`src/rtl/exec_control.sv`:
```
// Execution sequencer: turns RUN/STEP/HALT debug commands into the processor clock enable
// and reports how many cycles were enabled when each operation finishes.
module exec_control #(
    parameter int NBITS = 32,
    parameter int CMDW  = 2
) (
    input  logic             clock,
    input  logic             reset,
    input  logic             i_cmd_valid,
    input  logic [CMDW-1:0]  i_cmd,
    input  logic [NBITS-1:0] i_step_count,
    input  logic             i_halt,
    output logic             o_enable,
    output logic             o_cmd_ready,
    output logic             o_busy,
    output logic             o_done,
    output logic             o_halted,
    output logic [NBITS-1:0] o_cycles
);

    typedef enum logic [1:0] {S_IDLE, S_RUN, S_STEP, S_DONE} state_t;

    localparam logic [CMDW-1:0] CMD_HALT = CMDW'(0);
    localparam logic [CMDW-1:0] CMD_RUN  = CMDW'(1);
    localparam logic [CMDW-1:0] CMD_STEP = CMDW'(2);

    state_t           state_q, state_d;
    logic [NBITS-1:0] cnt_q, cnt_d;
    logic [NBITS-1:0] rem_q, rem_d;
    logic [NBITS-1:0] cycles_q, cycles_d;
    logic             halted_q, halted_d;
    logic             enable_q, enable_d;
    logic             done_q, done_d;
    logic             ready_q, ready_d;
    logic             stop;
    logic             start_req;

    // Either stop source ends RUN/STEP; the cycle in which it is seen still counts.
    assign stop      = i_halt | (i_cmd_valid & (i_cmd == CMD_HALT));
    assign start_req = i_cmd_valid & ((i_cmd == CMD_RUN) | (i_cmd == CMD_STEP));

    always_comb begin
        state_d  = state_q;
        cnt_d    = cnt_q;
        rem_d    = rem_q;
        cycles_d = cycles_q;
        halted_d = halted_q | i_halt;
        case (state_q)
            S_IDLE: begin
                if (start_req) begin
                    if (halted_q || (i_cmd == CMD_STEP && i_step_count == '0)) begin
                        state_d  = S_DONE;
                        cycles_d = '0;
                    end else if (i_cmd == CMD_RUN) begin
                        state_d = S_RUN;
                        cnt_d   = '0;
                    end else begin
                        state_d = S_STEP;
                        cnt_d   = '0;
                        rem_d   = i_step_count;
                    end
                end
            end
            S_RUN: begin
                cnt_d = cnt_q + NBITS'(1);
                if (stop) begin
                    state_d  = S_DONE;
                    cycles_d = cnt_q + NBITS'(1);
                end
            end
            S_STEP: begin
                cnt_d = cnt_q + NBITS'(1);
                if (stop || rem_q == NBITS'(1)) begin
                    state_d  = S_DONE;
                    cycles_d = cnt_q + NBITS'(1);
                end else begin
                    rem_d = rem_q - NBITS'(1);
                end
            end
            default: state_d = S_IDLE;
        endcase
        enable_d = (state_d == S_RUN) || (state_d == S_STEP);
        done_d   = (state_d == S_DONE);
        ready_d  = (state_d == S_IDLE);
    end

    always_ff @(posedge clock) begin
        if (reset) begin
            state_q  <= S_IDLE;
            cnt_q    <= '0;
            rem_q    <= '0;
            cycles_q <= '0;
            halted_q <= 1'b0;
            enable_q <= 1'b0;
            done_q   <= 1'b0;
            ready_q  <= 1'b1;
        end else begin
            state_q  <= state_d;
            cnt_q    <= cnt_d;
            rem_q    <= rem_d;
            cycles_q <= cycles_d;
            halted_q <= halted_d;
            enable_q <= enable_d;
            done_q   <= done_d;
            ready_q  <= ready_d;
        end
    end

    assign o_enable    = enable_q;
    assign o_busy      = enable_q;
    assign o_done      = done_q;
    assign o_cmd_ready = ready_q;
    assign o_halted    = halted_q;
    assign o_cycles    = cycles_q;

endmodule

```
`config.mk`:
```
export PLATFORM = sky130hd
export DESIGN_NAME = exec_control
export DESIGN_NICKNAME = d
export VERILOG_FILES = /design/src/rtl/exec_control.sv
export SDC_FILE = /design/constraint.sdc
export NUM_CORES = 1
export LEC_CHECK = 0
export CAP_MARGIN = 20
export CORE_UTILIZATION = 34
export CTS_CLUSTER_SIZE = 14
export DETAILED_ROUTE_END_ITERATION = 10
export HOLD_SLACK_MARGIN = 0.02
export SYNTH_ARGS = -nofsm -noshare
export SYNTH_HDL_FRONTEND = slang
export SYNTH_SLANG_ARGS = --single-unit
```
`constraint.sdc`:
```
create_clock -name clock -period 6.78 [get_ports clock]
set_clock_uncertainty 0.1 [all_clocks]
set_input_delay 1.356 -clock clock [delete_from_list [all_inputs] [get_ports clock]]
set_output_delay 1.356 -clock clock [all_outputs]
set_load 0.05 [all_outputs]
```
[Word level (Yosys, flattened, before mapping)]
Cells that the tools add are included.
Storage, ports and cells
  register bits: 102
  bits of input ports: 38
  output and inout port bits: 37
  word-level logic and storage cells: 64
Cells by class
  add/subtract/negate cells: 2
  eq/ne operators: 15
  mux-type cells: 19
  bitwise gates (word level): 5
  reduce and logical (&&, ||, !) cells: 15
Operators by type and width (number)
  $mux W32: 10
  $pmux W32 S2: 2
  $pmux W32 S3: 1
  $add A32 B1 Y32 const B: 1
  $eq A32 B1 Y1 const B: 1
  $logic_not A32 Y1: 1
  $sub A32 B1 Y32 const B: 1
  $ne A2 B2 Y1 const B: 7
  $mux W2: 5
  $reduce_and A5 Y1: 2
  $eq A2 B2 Y1 const B: 4
  $eq A2 B1 Y1 const B: 3
  $logic_not A2 Y1: 3
  $pmux W2 S3: 1
  $reduce_bool A2 Y1: 2
  $logic_or A1 B1 Y1: 3
  $or A1 B1 Y1: 3
  $reduce_and A3 Y1: 1
  $reduce_bool A3 Y1: 1
  $and A1 B1 Y1: 2
  $reduce_or A2 Y1: 1
  $logic_and A1 B1 Y1: 1

[Logic depth before layout (Yosys ltp)]
Gate-level depths: netlist of run 1.
  word-level depth: 8
  gate-level depth with buffers: 10
  gate-level depth less buffers: 10

[Worst setup path after synthesis of run 1]
No wires, ideal clock.
  path type: input-to-reg
  from: in i_cmd[0]
  to: reg ready_q, in the netlist o_cmd_ready
  library setup time: 123 ps
  data arrival time: 3411 ps
  data required time: 6557 ps
  setup slack: 3145 ps
  stages on the path: 10
  buffers on the path: 0
  cell sequence: inv_1 > ha_1 > nor4b_1 > nand4_1 > nor4_1 > or2_0 > a2111oi_0 > or2_2 > ha_1 > or2_2
Between the ends
  longest elaborated chain between the ends: 7
  elaborated cells on any way between the ends: 17
  those cells by class: eq/ne: 2; mux: 6; bitwise: 4; reduce/logical: 5
RTL lines
  from (decl): RTL line 10  | input logic [CMDW-1:0] i_cmd,
  $logic_not A2 Y1 or $eq A2 B2 Y1 (tied branches): RTL line 39, 40, 51
  $and A1 B1 Y1 or $logic_and A1 B1 Y1 (tied branches): RTL line 39, 51
  $or A1 B1 Y1 or $logic_or A1 B1 Y1 (tied branches): RTL line 39, 51
  $logic_or A1 B1 Y1 or $mux W2 (tied branches): RTL line 73, 51
  $mux W2 (on tied branches): RTL line 73, 50
  $pmux W2 S3 (*): RTL line 48  | case (state_q)
  $logic_not A2 Y1 (*): RTL line 84  | ready_d = (state_d == S_IDLE);
  named net ready_d: RTL line 34  | logic ready_q, ready_d;
  to (signal assigned): RTL line 105  | ready_q <= ready_d;
  to (decl): RTL line 34
Mark *: on every way through the listed nets, which the timed path passes. The rest lies on a longest branch.
A chain may end at the register's enable or synchronous reset.

[Final worst setup path of run 1]
  from: in i_step_count[17]
  to: reg ready_q, in the netlist o_cmd_ready
Between the ends
  longest elaborated chain between the ends: 7
RTL lines
  from (decl): RTL line 11  | input logic [NBITS-1:0] i_step_count,
  $logic_not A32 Y1: RTL line 51  | if (halted_q || (i_cmd == CMD_STEP && i_step_count == '0)) begin
  $logic_and A1 B1 Y1: RTL line 51
  $logic_or A1 B1 Y1: RTL line 51
  $mux W2: RTL line 51
  $mux W2: RTL line 50  | if (start_req) begin
  $pmux W2 S3: RTL line 48
  $logic_not A2 Y1: RTL line 84
  named net ready_d: RTL line 34
The timed path passes the listed nets, and every way through them passes these cells.

==> results.txt, run 1 <==
----------------------------------------------------
[Global route]
  Via count of the first global-routing pass ... 5588
  Maximum number of pins on one net before global-route repair ... 61
  First-pass GRT wire length ... 29050 um
  Antenna violations before repair ... 0
  Grt total ovfl ... 0
  Combined global-route utilization of all metal layers ... 0.2006

[Finish]
  Antenna fix cells ... 0
  Footprint of the multi-input gates ... 3669 um^2
  Share of final-layout standard cells stronger than drive strength 1 ... 0.05658
  Area added between synthesis and finish ... 20.35%
  Final-layout fill cell count ... 1733
  Register cell area after layout ... 2042 um^2
  Number of nets in the final layout ... 859

[Synth]
  Top post-synthesis cells by count ... sky130_fd_sc_hd__dfxtp_1, sky130_fd_sc_hd__nand2_1, sky130_fd_sc_hd__nand3_1, sky130_fd_sc_hd__clkbuf_1, sky130_fd_sc_hd__o21ai_0
  Netlist area before placement ... 6043 um^2
  Number of flops mapped to enable cells by yosys ... 0
  Cells taking the most area after synthesis ... sky130_fd_sc_hd__dfxtp_1, sky130_fd_sc_hd__nand2_1, sky130_fd_sc_hd__mux2i_1
  Cell count after synthesis ... 768
  Yosys Warn Count ... 0
  Number of distinct library cells after synthesis ... 61
  Largest area contributor in the synthesized netlist ... sky130_fd_sc_hd__dfxtp_1
  Number of register bits inferred by synthesis ... 102
  Most common cell in the synthesized netlist ... sky130_fd_sc_hd__dfxtp_1
  Mapped Nets ... 819
  Synth Flop Type ... sky130_fd_sc_hd__dfxtp_1
  Proportion of synthesized chip area in sequential cells ... 0.3379
  Yosys top cell area share ... 0.3379
  Avg Inst Size Synth ... 7.869 um^2
  Share of synthesized registers carrying an async set or reset ... 0

[Floorplanning]
  Die width ... 135.3 um
  Effective utilization at floorplan ... 0.3482
  # rows ... 48
  Die H ... 135.3 um
  Placeable core region ... 17360 um^2
  Top-level I/O count ... 75
  Area of the die ... 18310 um^2

[Timing]
  Post-layout min period ... 4.319 ns
  Worst slew margin relative to its limit ... 0.2728
  Setup repair after global routing missed its margin ... no
  Count of endpoints failing setup in the final report ... 0
  Achievable frequency ... 231.5 MHz
  Total negative setup slack ... 0 ns
  Count of final hold-check violations ... 0
  Worst hold slack after final layout ... 0.3597 ns
  Pins over their slew limit ... 0
  Post-route clock period utilization ... 0.6370
  Worst slew pin tran ... 1.087 ns

[Place]
  HPWL after DPL ... 11870 um
  Number of I/O port buffers ... 74
  Gpl congestion ... 0.8687

[Route]
  Final routed wire length divided by cell count ... 17.21 um
  Via count of the routed design ... 6027
  DR DRC count ... 0
  Final wirelength ... 17870 um
  Number of detailed-routing iterations run before antenna repair ... 5
  ANT nets after route ... 0
  Vias per cell ... 5.806
  Detailed router's first-iteration violation count ... 521

[Min path]
  Min-Delay Path Class ... reg -> reg

[Outcome]
  Run status ... finished, final reports clean

[Worst setup path]
  Maximum fanout along the worst path ... 23
  Req. time, crit path ... 6.92 ns
  Startpoint-to-endpoint class of the critical path ... in -> reg
  Arrival time of the worst setup path ... 4.46 ns
  Type of origin of the critical path ... input port
  Endpoint kind of the worst setup timing path ... flip-flop

[Power and ir drop]
  Total power per unit cell area ... 408.0 nW/um^2
  Peak supply drop ... 0.0002148 V
  Static leakage ... 2.336 nW

[Clock tree]
  H-tree level count ... 3
  Sinks on the clock net ... 102
  Setup repair bufs after CTS ... 0
  Total of cells resized after clock tree synthesis ... 0
  Clock tree from TritonCTS ... built
  Clock buffers created by TritonCTS ... 9
  CTS max path bufs ... 2
  Clock root buffer ... sky130_fd_sc_hd__clkbuf_16
  Post-cts hold buffer count ... 0
  Clock latency reported for the late side of the worst-skew pair ... 0.36 ns
  Clock transition at the registers of the reported paths ... 0.07 ns

[Job]
  Maxcap violations ... 0

----------------------------------------------------
==> critical path, stage by stage <==
cell and delay, ns:
sky130_fd_sc_hd__clkdlybuf4s50_1 0.45, sky130_fd_sc_hd__nor4_1 0.49, sky130_fd_sc_hd__nand4_1 0.27, sky130_fd_sc_hd__nor4_1 0.50
sky130_fd_sc_hd__or2_0 0.17, sky130_fd_sc_hd__buf_4 0.27, sky130_fd_sc_hd__a2111oi_0 0.20, sky130_fd_sc_hd__or2_2 0.31
sky130_fd_sc_hd__ha_1 0.18, sky130_fd_sc_hd__or2_2 0.26
==> report_power, final <==
part           internal (mW)  total [mW]  switching [mW]
clock network          0.363       0.613           0.250
registers              0.697       0.813           0.116
logic                  0.489        1.54            1.05
total                   1.55        2.97            1.42
==> per-layer routing <==
metal	vias to the layer above	global-route usage	wire length, um	share of wire
li1	2959	-	-	-
met1	2854	0.2657	8379	0.47
met2	196	0.3296	8247	0.46
met3	18	0.03255	985	0.055
met4	0	0.06679	255	0.014
met5	-	0	0	0
==> registers in the layout, indices dropped and copies added, names as in the netlist <==
signal and flops:
cnt_q 32, o_busy 1, o_cmd_ready 1, o_cycles 32, o_done 1, o_halted 1, rem_q 32, state_q 2
==> area by class of cell <==
type	count	area share
well taps	225	0.03871
repair buffers	85	0.1130
clock inverters	7	0.01669
flip-flops and latches	102	0.2808
inverters	30	0.01548
multi-input cells	580	0.5044
clock buffers	9	0.03097
==> logic make-up (layout without fill, tap and decap cells) <==
logic type               count (synthesis)  count (layout)  synth area share
AO/OA/AOI/OAI                          194             194            0.2172
buffers and inverters                   86             131           0.05776
AND/OR/NAND/NOR                        320             320            0.2766
multiplexers                            31              31           0.05176
adder cells (fa/ha/maj)                 13              13           0.02692
flip-flops                             102             102            0.3379
XOR/XNOR                                22              22           0.03188
==> cells in the final DEF (no fill, tap or decap), types with 8 or more instances in the layout <==
cell type                         Yosys  routed
sky130_fd_sc_hd__a21oi_1             37      37
sky130_fd_sc_hd__or4_1                9       9
sky130_fd_sc_hd__a211o_1              9       9
sky130_fd_sc_hd__o32ai_1              9       9
sky130_fd_sc_hd__clkbuf_16            0       9
sky130_fd_sc_hd__nand2_1             86      86
sky130_fd_sc_hd__nand3_1             53      53
sky130_fd_sc_hd__o21ai_0             41      41
sky130_fd_sc_hd__xor2_1               9       9
sky130_fd_sc_hd__nand4_1             24      24
sky130_fd_sc_hd__buf_4                2      10
sky130_fd_sc_hd__o311ai_0            10      10
sky130_fd_sc_hd__a211oi_1            12      12
sky130_fd_sc_hd__nor2_1              39      39
sky130_fd_sc_hd__o31ai_1             20      20
sky130_fd_sc_hd__mux2i_1             29      29
sky130_fd_sc_hd__dfxtp_1            102     102
sky130_fd_sc_hd__xnor2_1             13      13
sky130_fd_sc_hd__o41ai_1              8       8
sky130_fd_sc_hd__nor3_1              26      26
sky130_fd_sc_hd__ha_1                13      12
sky130_fd_sc_hd__clkdlybuf4s50_1      0      73
sky130_fd_sc_hd__inv_1               30      30
sky130_fd_sc_hd__nor4_1              28      28
sky130_fd_sc_hd__a31oi_1             10      10
sky130_fd_sc_hd__nor2b_1              9       9
==> worst paths after layout <==
kind | to | cells after the start | startpoint | slack (ns)
setup / recovery | o_cmd_ready | 10 | i_step_count[17] | 2.46
setup reg to reg | rem_q[9] | 8 | state_q[0] | 2.99
hold / removal | o_cycles[9] | 2 | o_cycles[9] | 0.36
hold reg to reg | o_cycles[9] | 2 | o_cycles[9] | 0.36
==> per-stage QoR <==
| step | setup WS (ns) | power (mW) | instances | cell area [um^2] | utilization |
|---|---|---|---|---|---|
| after floorplan | 3.145 | 1.923 | 768 | 6043 | - |
| after global placement | 2.166 | 2.335 | 1021 | 6915 | 0.3984 |
| after detailed placement | 2.129 | 2.337 | 1021 | 6915 | 0.3984 |
| after CTS | 2.495 | 2.956 | 1037 | 7262 | 0.4184 |
| after global routing | 2.236 | 3.171 | 1038 | 7273 | 0.4190 |
| final | 2.461 | 2.968 | 1038 | 7273 | 0.4190 |
Note: power is estimated with default switching activity, not from simulation.
==> run 2, diff against run 1 <==
==> constraint.sdc (replaced) <==
create_clock -name clock -period 4.1 [get_ports clock]
set_clock_uncertainty 0.1 [all_clocks]
set_input_delay 0.82 -clock clock [delete_from_list [all_inputs] [get_ports clock]]
set_output_delay 0.82 -clock clock [all_outputs]
set_load 0.05 [all_outputs]
==> results.txt, run 2 (synthesized netlist as in run 1, its figures left out) <==
----------------------------------------------------
[Timing]
  Post-route clock period utilization ... 0.8539
  Pins over their slew limit ... 0
  Total negative setup slack ... 0 ns
  Post-route setup slack ... 0.5992 ns
  Worst slew margin relative to its limit ... 0.2587
  Post-layout min period ... 3.501 ns
  Setup repair after global routing missed its margin ... no
  Count of final hold-check violations ... 0
  Worst hold slack after final layout ... 0.3534 ns
  Achievable frequency ... 285.7 MHz
  Worst slew pin tran ... 1.108 ns
  Count of endpoints failing setup in the final report ... 0

[Floorplanning]
  Area of the die ... 18310 um^2
  # rows ... 48
  Die width ... 135.3 um
  Effective utilization at floorplan ... 0.3482
  Top-level I/O count ... 75
  Die H ... 135.3 um
  Placeable core region ... 17360 um^2

[Place]
  HPWL after DPL ... 12380 um
  Minimum setup slack after placement ... 0.2979 ns
  Number of I/O port buffers ... 74
  Gpl congestion ... 0.8485

[Worst setup path]
  Req. time, crit path ... 4.19 ns
  Termination of the worst setup path ... rem_q[9]
  Startpoint-to-endpoint class of the critical path ... in -> reg
  Worst stage delay on the critical path ... 0.87 ns
  Kind of cell adding the most delay to the critical path ... simple AND/OR/NAND/NOR gates
  Worst reg2reg path depth ... 8
  Most frequent cell on the critical path ... sky130_fd_sc_hd__nor2_1
  Critical path startpoint ... i_cmd[1]
  Crit path cell chain ... clkdlybuf4s50_1, inv_1, ha_1, nand2_1, nor3_1, nor2_1, or2_0, buf_4, nor2_1, o311ai_0
  Instance count on the critical path ... 10
  Endpoint kind of the worst setup timing path ... flip-flop
  Cell with the largest stage delay on the worst path ... sky130_fd_sc_hd__nor2_1
  Endpoint of the worst-slack reg-to-reg timing path ... rem_q[27]
  Arrival time of the worst setup path ... 3.59 ns
  Maximum fanout along the worst path ... 22
  Number of buffer and inverter stages on the critical path ... 3
  Type of origin of the critical path ... input port
  Reg-to-reg startpoint ... state_q[0]
  Register-to-register setup slack ... 1.21 ns

[Route]
  Detailed router's first-iteration violation count ... 416
  ANT nets after route ... 0
  Vias per cell ... 5.702
  Number of detailed-routing iterations run before antenna repair ... 5
  Final routed wire length divided by cell count ... 17.21 um
  DR DRC count ... 0
  Via count of the routed design ... 5981
  Final wirelength ... 18060 um

[Power and ir drop]
  Peak supply drop ... 0.0003609 V
  Total power per unit cell area ... 661.0 nW/um^2
  Static leakage ... 2.367 nW

[Finish]
  Fraction of the core area covered by cells at the end of the flow ... 0.4210
  Leading cell types in the layout, fill and taps excluded ... sky130_fd_sc_hd__dfxtp_1, sky130_fd_sc_hd__nand2_1, sky130_fd_sc_hd__clkdlybuf4s50_1, sky130_fd_sc_hd__nand3_1, sky130_fd_sc_hd__o21ai_0
  Share of final-layout standard cells stronger than drive strength 1 ... 0.06796
  Area added between synthesis and finish ... 20.91%
  Number of nets in the final layout ... 870
  Commonest non-fill, non-tap cell in the layout ... sky130_fd_sc_hd__dfxtp_1
  Antenna fix cells ... 0

[Min path]
  Min-Delay Path Class ... reg -> reg

[Job]
  Maxcap violations ... 0

[Global route]
  Via count of the first global-routing pass ... 5511
  Grt total ovfl ... 0
  Antenna violations before repair ... 0
  Combined global-route utilization of all metal layers ... 0.2020
  First-pass GRT wire length ... 29160 um
  Maximum number of pins on one net before global-route repair ... 60

[Clock tree]
  Clock transition at the registers of the reported paths ... 0.07 ns
  Clock tree from TritonCTS ... built
  Clock latency reported for the late side of the worst-skew pair ... 0.36 ns
  Total of cells resized after clock tree synthesis ... 0
  CTS max path bufs ... 2
  Post-cts hold buffer count ... 0
  H-tree level count ... 3
  Sinks on the clock net ... 102
  Setup repair bufs after CTS ... 0
  Clock buffers created by TritonCTS ... 9
  Clock root buffer ... sky130_fd_sc_hd__clkbuf_16

[Outcome]
  Run status ... finished, final reports clean

----------------------------------------------------
## run 2: cell count changes in the layout (fill, tap and decap cells not counted)
cell / before / now
sky130_fd_sc_hd__bufinv_16: 3 / 1
sky130_fd_sc_hd__clkinv_4: 0 / 1
sky130_fd_sc_hd__inv_8: 1 / 0
sky130_fd_sc_hd__clkbuf_1: 0 / 1
sky130_fd_sc_hd__clkbuf_8: 0 / 1
sky130_fd_sc_hd__buf_4: 10 / 22
sky130_fd_sc_hd__buf_6: 1 / 0
## run 2: layout make-up
| class | count | area [um^2] |
|---|---|---|
| fill | 1795 | 10050 |
| tap | 225 | 281.5 |
| clock inverter | 5 | 58.81 |
| inverter | 30 | 112.6 |
| timing repair buffer | 96 | 900.9 |
| multi-input combinational | 580 | 3669 |
| clock buffer | 11 | 242.7 |
| sequential | 102 | 2042 |
## run 2: worst min-delay path: stages (launching register included)
cell and delay, ns:
sky130_fd_sc_hd__dfxtp_1 0.31, sky130_fd_sc_hd__nand2_1 0.05, sky130_fd_sc_hd__mux2i_1 0.05
## run 2: metal layers
| layer | part of all wire | vias up | GRT usage |
|---|---|---|---|
| met1 | 0.47 | 2806 | 0.2726 |
| li1 | - | 2979 | - |
| met5 | 0 | - | 0 |
| met3 | 0.048 | 25 | 0.03030 |
| met2 | 0.46 | 171 | 0.3208 |
| met4 | 0.021 | 0 | 0.08240 |
## run 2: worst min-delay path by stage
| stage | startpoint | cells after the start | slack, ns | endpoint |
|---|---|---|---|---|
| 6_report | o_cycles[23] | 2 | 0.35 | o_cycles[23] |
| 5_1_grt | o_cycles[25] | 2 | 0.39 | o_cycles[25] |
| 4_1_cts | o_cycles[23] | 2 | 0.36 | o_cycles[23] |
| 3_5_place_dp | o_cycles[23] | 2 | 0.35 | o_cycles[23] |
| 3_3_place_gp | o_cycles[29] | 2 | 0.35 | o_cycles[29] |
| 2_1_floorplan | cnt_q[25] | 2 | 0.36 | cnt_q[25] |
## run 2: through the flow
step / area, um^2 / cells / total power [mW]
after global placement: 6998 / 1032 / 3.908
after detailed placement: 6998 / 1032 / 3.910
after CTS: 7300 / 1048 / 4.814
final: 7307 / 1049 / 4.830
after floorplan: 6043 / 768 / 3.179
after global routing: 7307 / 1049 / 5.122
## run 2: where the power goes
group / internal [mW] / switching [mW] / leakage, nW
Clock: 0.491 / 0.400 / 0.142
Combinational: 0.851 / 1.74 / 1.40
Sequential: 1.15 / 0.194 / 0.827
